File: src/rtl/gf180mcu_fd_sc_mcu7t5v0__dlyline_cal_pkg.sv
// rtl/gf180mcu_fd_sc_mcu7t5v0__dlyline_cal_pkg.sv - shared state enum and code width helper
package gf180mcu_fd_sc_mcu7t5v0__dlyline_cal_pkg;

    // One launch/measure pass walks LAUNCH -> CAP -> SYNC -> ACC.
    typedef enum logic [2:0] {
        S_IDLE   = 3'd0,
        S_LAUNCH = 3'd1,
        S_CAP    = 3'd2,
        S_SYNC   = 3'd3,
        S_ACC    = 3'd4,
        S_FIN    = 3'd5
    } cal_state_e;

    // Width of a tap count in the range 0..ntaps inclusive.
    function automatic int cw_of(input int ntaps);
        return $clog2(ntaps + 1);
    endfunction

endpackage

File: src/rtl/gf180mcu_fd_sc_mcu7t5v0__dlyline_cal_if.sv
// rtl/gf180mcu_fd_sc_mcu7t5v0__dlyline_cal_if.sv - chain/control signal bundle for the calibrator
interface gf180mcu_fd_sc_mcu7t5v0__dlyline_cal_if
    import gf180mcu_fd_sc_mcu7t5v0__dlyline_cal_pkg::*;
#(
    parameter int NTAPS = 32,
    parameter int CW    = cw_of(NTAPS)
);
    logic             START;
    logic [NTAPS-1:0] TAP;
    logic             LAUNCH;
    logic             BUSY;
    logic             DONE;
    logic [CW-1:0]    CODE;
    logic             SAT;

    // Requester side: issues runs and presents the chain taps.
    modport master (
        output START, TAP,
        input  LAUNCH, BUSY, DONE, CODE, SAT
    );

    // Calibrator side.
    modport slave (
        input  START, TAP,
        output LAUNCH, BUSY, DONE, CODE, SAT
    );
endinterface

File: src/rtl/gf180mcu_fd_sc_mcu7t5v0__dlyline_cal_lcnt.sv
// rtl/gf180mcu_fd_sc_mcu7t5v0__dlyline_cal_lcnt.sv - leading-match tap counter
module gf180mcu_fd_sc_mcu7t5v0__dlyline_cal_lcnt
    import gf180mcu_fd_sc_mcu7t5v0__dlyline_cal_pkg::*;
#(
    parameter int NTAPS = 32,
    parameter int CW    = cw_of(NTAPS)
) (
    input  logic [NTAPS-1:0] cap_i,
    input  logic             level_i,
    output logic [CW-1:0]    cnt_o,
    output logic             all_match_o
);

    // Count taps from TAP[0] upward until the first one that has not yet
    // switched to the launch level; bubbles above that point are ignored.
    always_comb begin
        logic run;
        cnt_o = '0;
        run   = 1'b1;
        for (int i = 0; i < NTAPS; i++) begin
            if (run && (cap_i[i] == level_i)) begin
                cnt_o = cnt_o + CW'(1);
            end else begin
                run = 1'b0;
            end
        end
        all_match_o = run;
    end

endmodule

File: src/rtl/gf180mcu_fd_sc_mcu7t5v0__dlyline_cal.sv
// rtl/gf180mcu_fd_sc_mcu7t5v0__dlyline_cal.sv - delay-line calibration controller top
module gf180mcu_fd_sc_mcu7t5v0__dlyline_cal
    import gf180mcu_fd_sc_mcu7t5v0__dlyline_cal_pkg::*;
#(
    parameter int NTAPS    = 32,
    parameter int AVG_LOG2 = 2
) (
    input  logic CLK,
    input  logic RST,
    gf180mcu_fd_sc_mcu7t5v0__dlyline_cal_if.slave bus
);

    localparam int CW = cw_of(NTAPS);
    localparam int AW = CW + AVG_LOG2;
    localparam int ML = AVG_LOG2 + 1;
    localparam logic [ML-1:0] M_CNT = ML'(1 << AVG_LOG2);

    cal_state_e       state_q;
    logic             launch_q;
    logic             busy_q;
    logic             done_q;
    logic [CW-1:0]    code_q;
    logic             sat_q;
    logic             sat_run_q;
    logic [AW-1:0]    acc_q;
    logic [ML-1:0]    meas_q;
    logic [NTAPS-1:0] cap1_q;
    logic [NTAPS-1:0] cap2_q;

    logic [CW-1:0]    cnt;
    logic             all_match;
    logic [AW-1:0]    acc_d;
    logic [ML-1:0]    meas_d;

    gf180mcu_fd_sc_mcu7t5v0__dlyline_cal_lcnt #(
        .NTAPS (NTAPS),
        .CW    (CW)
    ) u_lcnt (
        .cap_i       (cap2_q),
        .level_i     (launch_q),
        .cnt_o       (cnt),
        .all_match_o (all_match)
    );

    // The accumulator is sized for M * NTAPS, so this sum cannot wrap.
    assign acc_d  = acc_q + AW'(cnt);
    assign meas_d = meas_q + ML'(1);

    // Run sequencer: launch, capture one period later, resynchronise, accumulate.
    always_ff @(posedge CLK or posedge RST) begin
        if (RST) begin
            state_q   <= S_IDLE;
            launch_q  <= 1'b0;
            busy_q    <= 1'b0;
            done_q    <= 1'b0;
            code_q    <= '0;
            sat_q     <= 1'b0;
            sat_run_q <= 1'b0;
            acc_q     <= '0;
            meas_q    <= '0;
            cap1_q    <= '0;
            cap2_q    <= '0;
        end else begin
            done_q <= 1'b0;
            case (state_q)
                S_IDLE: begin
                    if (bus.START) begin
                        busy_q    <= 1'b1;
                        acc_q     <= '0;
                        meas_q    <= '0;
                        sat_run_q <= 1'b0;
                        state_q   <= S_LAUNCH;
                    end
                end
                S_LAUNCH: begin
                    launch_q <= ~launch_q;
                    state_q  <= S_CAP;
                end
                S_CAP: begin
                    cap1_q  <= bus.TAP;
                    state_q <= S_SYNC;
                end
                S_SYNC: begin
                    cap2_q  <= cap1_q;
                    state_q <= S_ACC;
                end
                S_ACC: begin
                    acc_q  <= acc_d;
                    meas_q <= meas_d;
                    if (all_match) begin
                        sat_run_q <= 1'b1;
                    end
                    state_q <= (meas_d == M_CNT) ? S_FIN : S_LAUNCH;
                end
                S_FIN: begin
                    code_q  <= CW'(acc_q >> AVG_LOG2);
                    sat_q   <= sat_run_q;
                    done_q  <= 1'b1;
                    busy_q  <= 1'b0;
                    state_q <= S_IDLE;
                end
                default: begin
                    state_q <= S_IDLE;
                end
            endcase
        end
    end

    assign bus.LAUNCH = launch_q;
    assign bus.BUSY   = busy_q;
    assign bus.DONE   = done_q;
    assign bus.CODE   = code_q;
    assign bus.SAT    = sat_q;

endmodule
File: src/flat_wrapper.sv
// flat-port wrapper written by rule: the top's interface ports become plain ports
module gf180mcu_fd_sc_mcu7t5v0__dlyline_cal_flat import gf180mcu_fd_sc_mcu7t5v0__dlyline_cal_pkg::*;
#(
    parameter int NTAPS    = 32,
    parameter int AVG_LOG2 = 2
)
  (CLK, RST, bus_START, bus_TAP, bus_LAUNCH, bus_BUSY, bus_DONE, bus_CODE, bus_SAT);
  gf180mcu_fd_sc_mcu7t5v0__dlyline_cal_if #(.NTAPS(NTAPS)) bus_i ();
  input  logic CLK;
  input  logic RST;
  input wire logic [$bits(bus_i.START)-1:0] bus_START;
  input wire logic [$bits(bus_i.TAP)-1:0] bus_TAP;
  output wire logic [$bits(bus_i.LAUNCH)-1:0] bus_LAUNCH;
  output wire logic [$bits(bus_i.BUSY)-1:0] bus_BUSY;
  output wire logic [$bits(bus_i.DONE)-1:0] bus_DONE;
  output wire logic [$bits(bus_i.CODE)-1:0] bus_CODE;
  output wire logic [$bits(bus_i.SAT)-1:0] bus_SAT;
  assign bus_i.START = bus_START;
  assign bus_i.TAP = bus_TAP;
  assign bus_LAUNCH = bus_i.LAUNCH;
  assign bus_BUSY = bus_i.BUSY;
  assign bus_DONE = bus_i.DONE;
  assign bus_CODE = bus_i.CODE;
  assign bus_SAT = bus_i.SAT;
  gf180mcu_fd_sc_mcu7t5v0__dlyline_cal #(.NTAPS(NTAPS), .AVG_LOG2(AVG_LOG2)) u_core (.CLK(CLK), .RST(RST), .bus(bus_i));
endmodule
File: config.mk
export PLATFORM = sky130hd
export DESIGN_NAME = gf180mcu_fd_sc_mcu7t5v0__dlyline_cal_flat
export DESIGN_NICKNAME = d
export VERILOG_FILES = /design/src/rtl/gf180mcu_fd_sc_mcu7t5v0__dlyline_cal_pkg.sv /design/src/rtl/gf180mcu_fd_sc_mcu7t5v0__dlyline_cal_if.sv /design/src/rtl/gf180mcu_fd_sc_mcu7t5v0__dlyline_cal_lcnt.sv /design/src/rtl/gf180mcu_fd_sc_mcu7t5v0__dlyline_cal.sv /design/src/flat_wrapper.sv
export SDC_FILE = /design/constraint.sdc
export NUM_CORES = 1
export LEC_CHECK = 0
export BUFFER_PORTS_ARGS = -buffer_cell sky130_fd_sc_hd__buf_2
export CORE_MARGIN = 8
export CORE_UTILIZATION = 61
export CTS_CLUSTER_SIZE = 16
export DETAILED_ROUTE_END_ITERATION = 12
export GPL_TIMING_DRIVEN = 0
export PLACE_DENSITY = 0.77
export SLEW_MARGIN = 30
export SYNTH_ARGS = -nofsm -noshare
export SYNTH_HDL_FRONTEND = slang
export SYNTH_SLANG_ARGS = --single-unit
File: constraint.sdc
create_clock -name CLK -period 46.6 [get_ports CLK]
set_clock_uncertainty 0.1 [all_clocks]
set_input_delay 6.99 -clock CLK [delete_from_list [all_inputs] [get_ports CLK]]
set_output_delay 6.99 -clock CLK [all_outputs]
set_load 0.1 [all_outputs]
==> impl_metrics.tcl <==
set metrics [dict create \
    fp.dieH_um 134 \
    ctsResizeCount 0 \
    cp_slowest_cell "clkbuf_1" \
    routed_wl_um 19300 \
    critPathKind "flop to flop" \
    drt_iter0_markers 486 \
    drt_first_pass_iters 5 \
    crit_family "adder cells" \
    crit_path_max_incr_delay_ns 0.60 \
    clock_latency_ns 0.35 \
    ioPinCount 45 \
    dieWidth_um 134 \
    rows 43 \
    layout_common_cells "nand2_1 (130), dfrtp_1 (89), mux2_2 (72)" \
    dp_hpwl_um 15400 \
    crit_arrival_ns 22.76 \
    hold_viol 0 \
    overflow 0 \
    synth_area_leaders "dfrtp_1 (26%), mux2_2 (9.6%), nand2_1 (5.8%)" \
    grt_pass1_vias 6807 \
    diodes 0 \
    cts_buffers 9 \
    maxCapViolCount 0 \
    regArea_um2 2230 \
    max-slew-margin-rel_pct 40.5 \
    detail_route.wl_per_cell_um 15.8 \
    pre_cts_slack_ns 24.19 \
    clkTransAtPathRegs_ns 0.07 \
    ys_warn_count 0 \
    power_density_nw_per_um2 67.8 \
    multi_input_area_um2 5990 \
    core_area_um2 13700 \
    required_ns 46.77 \
    yosysSeqAreaShare_pct 26.2 \
    path_max_fanout 10 \
    grt_first_pass_wirelength_um 33000 \
    cts.path.max_buffers 2 \
    dr_total_vias 7331 \
    startpoint_type "flop" \
    drive_gt1_share_pct 18.4 \
    antenna_left 0 \
    end_kind "flop" \
    grt_max_degree 48 \
    worstMarginPinSlew_ns 0.890 \
    maxSlewViolCount 0 \
    antenna_found_initial 0 \
    area_delta_synth_final_pct 9.07 \
    min_path_type "flop to flop" \
    cts_root_buf "clkbuf_16" \
    netlist.area_leader.share_pct 26.2 \
    status "complete, no violations" \
    syn-num-nets 1052 \
    ys_ff_latch 89 \
    p_leak_uw 0.00400 \
    fin_crit_ns 22.59 \
    fillCellCount 1139 \
    dieArea_um2 17900 \
    postCtsHoldBufs 0 \
    initial_utilization_pct 61.8 \
    yosysTopAreaCell "dfrtp_1" \
    vdd_ir_drop_max_mv 0.0552 \
    finalSetupViolations 0 \
    final_common_cell "nand2_1" \
    synth.distinct_cells 92 \
    postSynthAreaPerCell_um2 8.67 \
    tritoncts "built" \
    worst_path_most_repeated_cell "ha_1" \
    htree_levels 3 \
    drc 0 \
    netlist_instances 979 \
    synth_flop_cell "dfrtp_1" \
    path_buf_inv 10 \
    post-route-period-util_pct 48.5 \
    viasPerCell 6.01 \
    numPortBuffers 44 \
    fmax_mhz 44.3 \
    async_flop_share_pct 100 \
    synth-edff-count 0 \
    place_area_um2 8960 \
    rsz0062_at_grt "no" \
    syn_area_um2 8480 \
    finalNetCount 1108 \
    tns_ns 0 \
    fin_ws_ns 24.01 \
    gp_congestion 0.877 \
    design_area_um2 9250 \
    cts_setup_buffers 0 \
    grt_use_total_pct 21.7 \
    cts_sinks 89 \
]
tightest hold or removal path: cells and delay by family (launching register included):
kind / cells / cell delay, ns
flops: 1 / 0.35
simple gates: 2 / 0.10
power breakdown:
| group | total, µW | internal [µW] | switching, µW |
|---|---|---|---|
| clock | 70.6 | 37.7 | 33.0 |
| combinational | 417 | 176 | 242 |
| sequential | 139 | 113 | 26.4 |
| total | 627 | 326 | 301 |
layer usage:
layer,part of all wire (%),up-vias,track usage (%)
met5,0,-,0
met4,0.99,0,4.49
met3,4.1,18,2.77
met2,46,147,34.8
met1,49,3490,30.7
li1,-,3676,-
cell type report:
class | count | share of cell area, %
buffer | 37 | 1.68
clock buffer | 9 | 2.43
clock inverter | 7 | 0.717
inverter | 31 | 1.31
multi-input combinational | 822 | 64.7
sequential | 89 | 24.1
tap | 180 | 2.43
timing repair buffer | 45 | 2.68
state kept, by name (all words and copies together) (netlist names), 3 cells and up:
signal	flops
u_core.cap2_q	32
u_core.bus.CODE	6
u_core.meas_q	3
u_core.state_q	3
u_core.acc_q	8
u_core.cap1_q	32
synth_stat cells (all sizes together) (5+ instances only):
cell type  count
nand2        130
dfrtp         89
mux2          72
nor2          68
o21ai         57
xnor2         53
a21oi         48
nand3         40
ha            37
inv           31
xor2          28
clkbuf        27
mux2i         21
nor3          21
and3          16
nand2b        15
nand4         15
a21o          14
and2          11
nor2b         11
or2           11
or3           11
buf           10
xnor3         10
o211ai         9
o22ai          9
nor3b          8
a22oi          6
a31oi          6
nor4           6
a221oi         5
a22o           5
nand3b         5
nand4b         5
o21a           5
o21bai         5
o311ai         5
path summary, 6_finish.rpt:
check	from	to	slack, ns	cells after the start
setup reg to reg	u_core.bus.LAUNCH	u_core.acc_q[7]	24.01	101
setup / recovery	u_core.bus.LAUNCH	u_core.acc_q[7]	24.01	101
max in group asynchronous	RST	u_core.cap1_q[18]	39.31	3
min in group asynchronous	RST	u_core.cap1_q[2]	6.54	2
hold reg to reg	u_core.bus.CODE[0]	u_core.bus.CODE[0]	0.38	2
hold / removal	u_core.bus.CODE[0]	u_core.bus.CODE[0]	0.38	2
stage by stage:
stage	hold slack (ns)	power, µW	cells	utilization, %
final	0.381	627	1220	67.5
after global routing	0.403	683	1220	67.5
after CTS	0.383	626	1220	67.5
after detailed placement	0.357	554	1204	65.3
after global placement	0.355	541	1203	65.1
after floorplan	0.350	471	979	-
cell families (layout without fill, tap and decap cells):
logic type                 count (synthesis)  after routing  share of synthesized area, %
muxes                                     93             93                          12.2
DFF                                       89             89                          26.2
xor gates and xnor gates                  93             93                          12.2
and+or+nand+nor                          384            384                          23.2
buffers and inverters                     68            129                          3.20
AOI/OAI and AO/OA                        213            213                          17.1
adders and majority gates                 39             39                          5.81
Power figures use the tool's default switching activity.
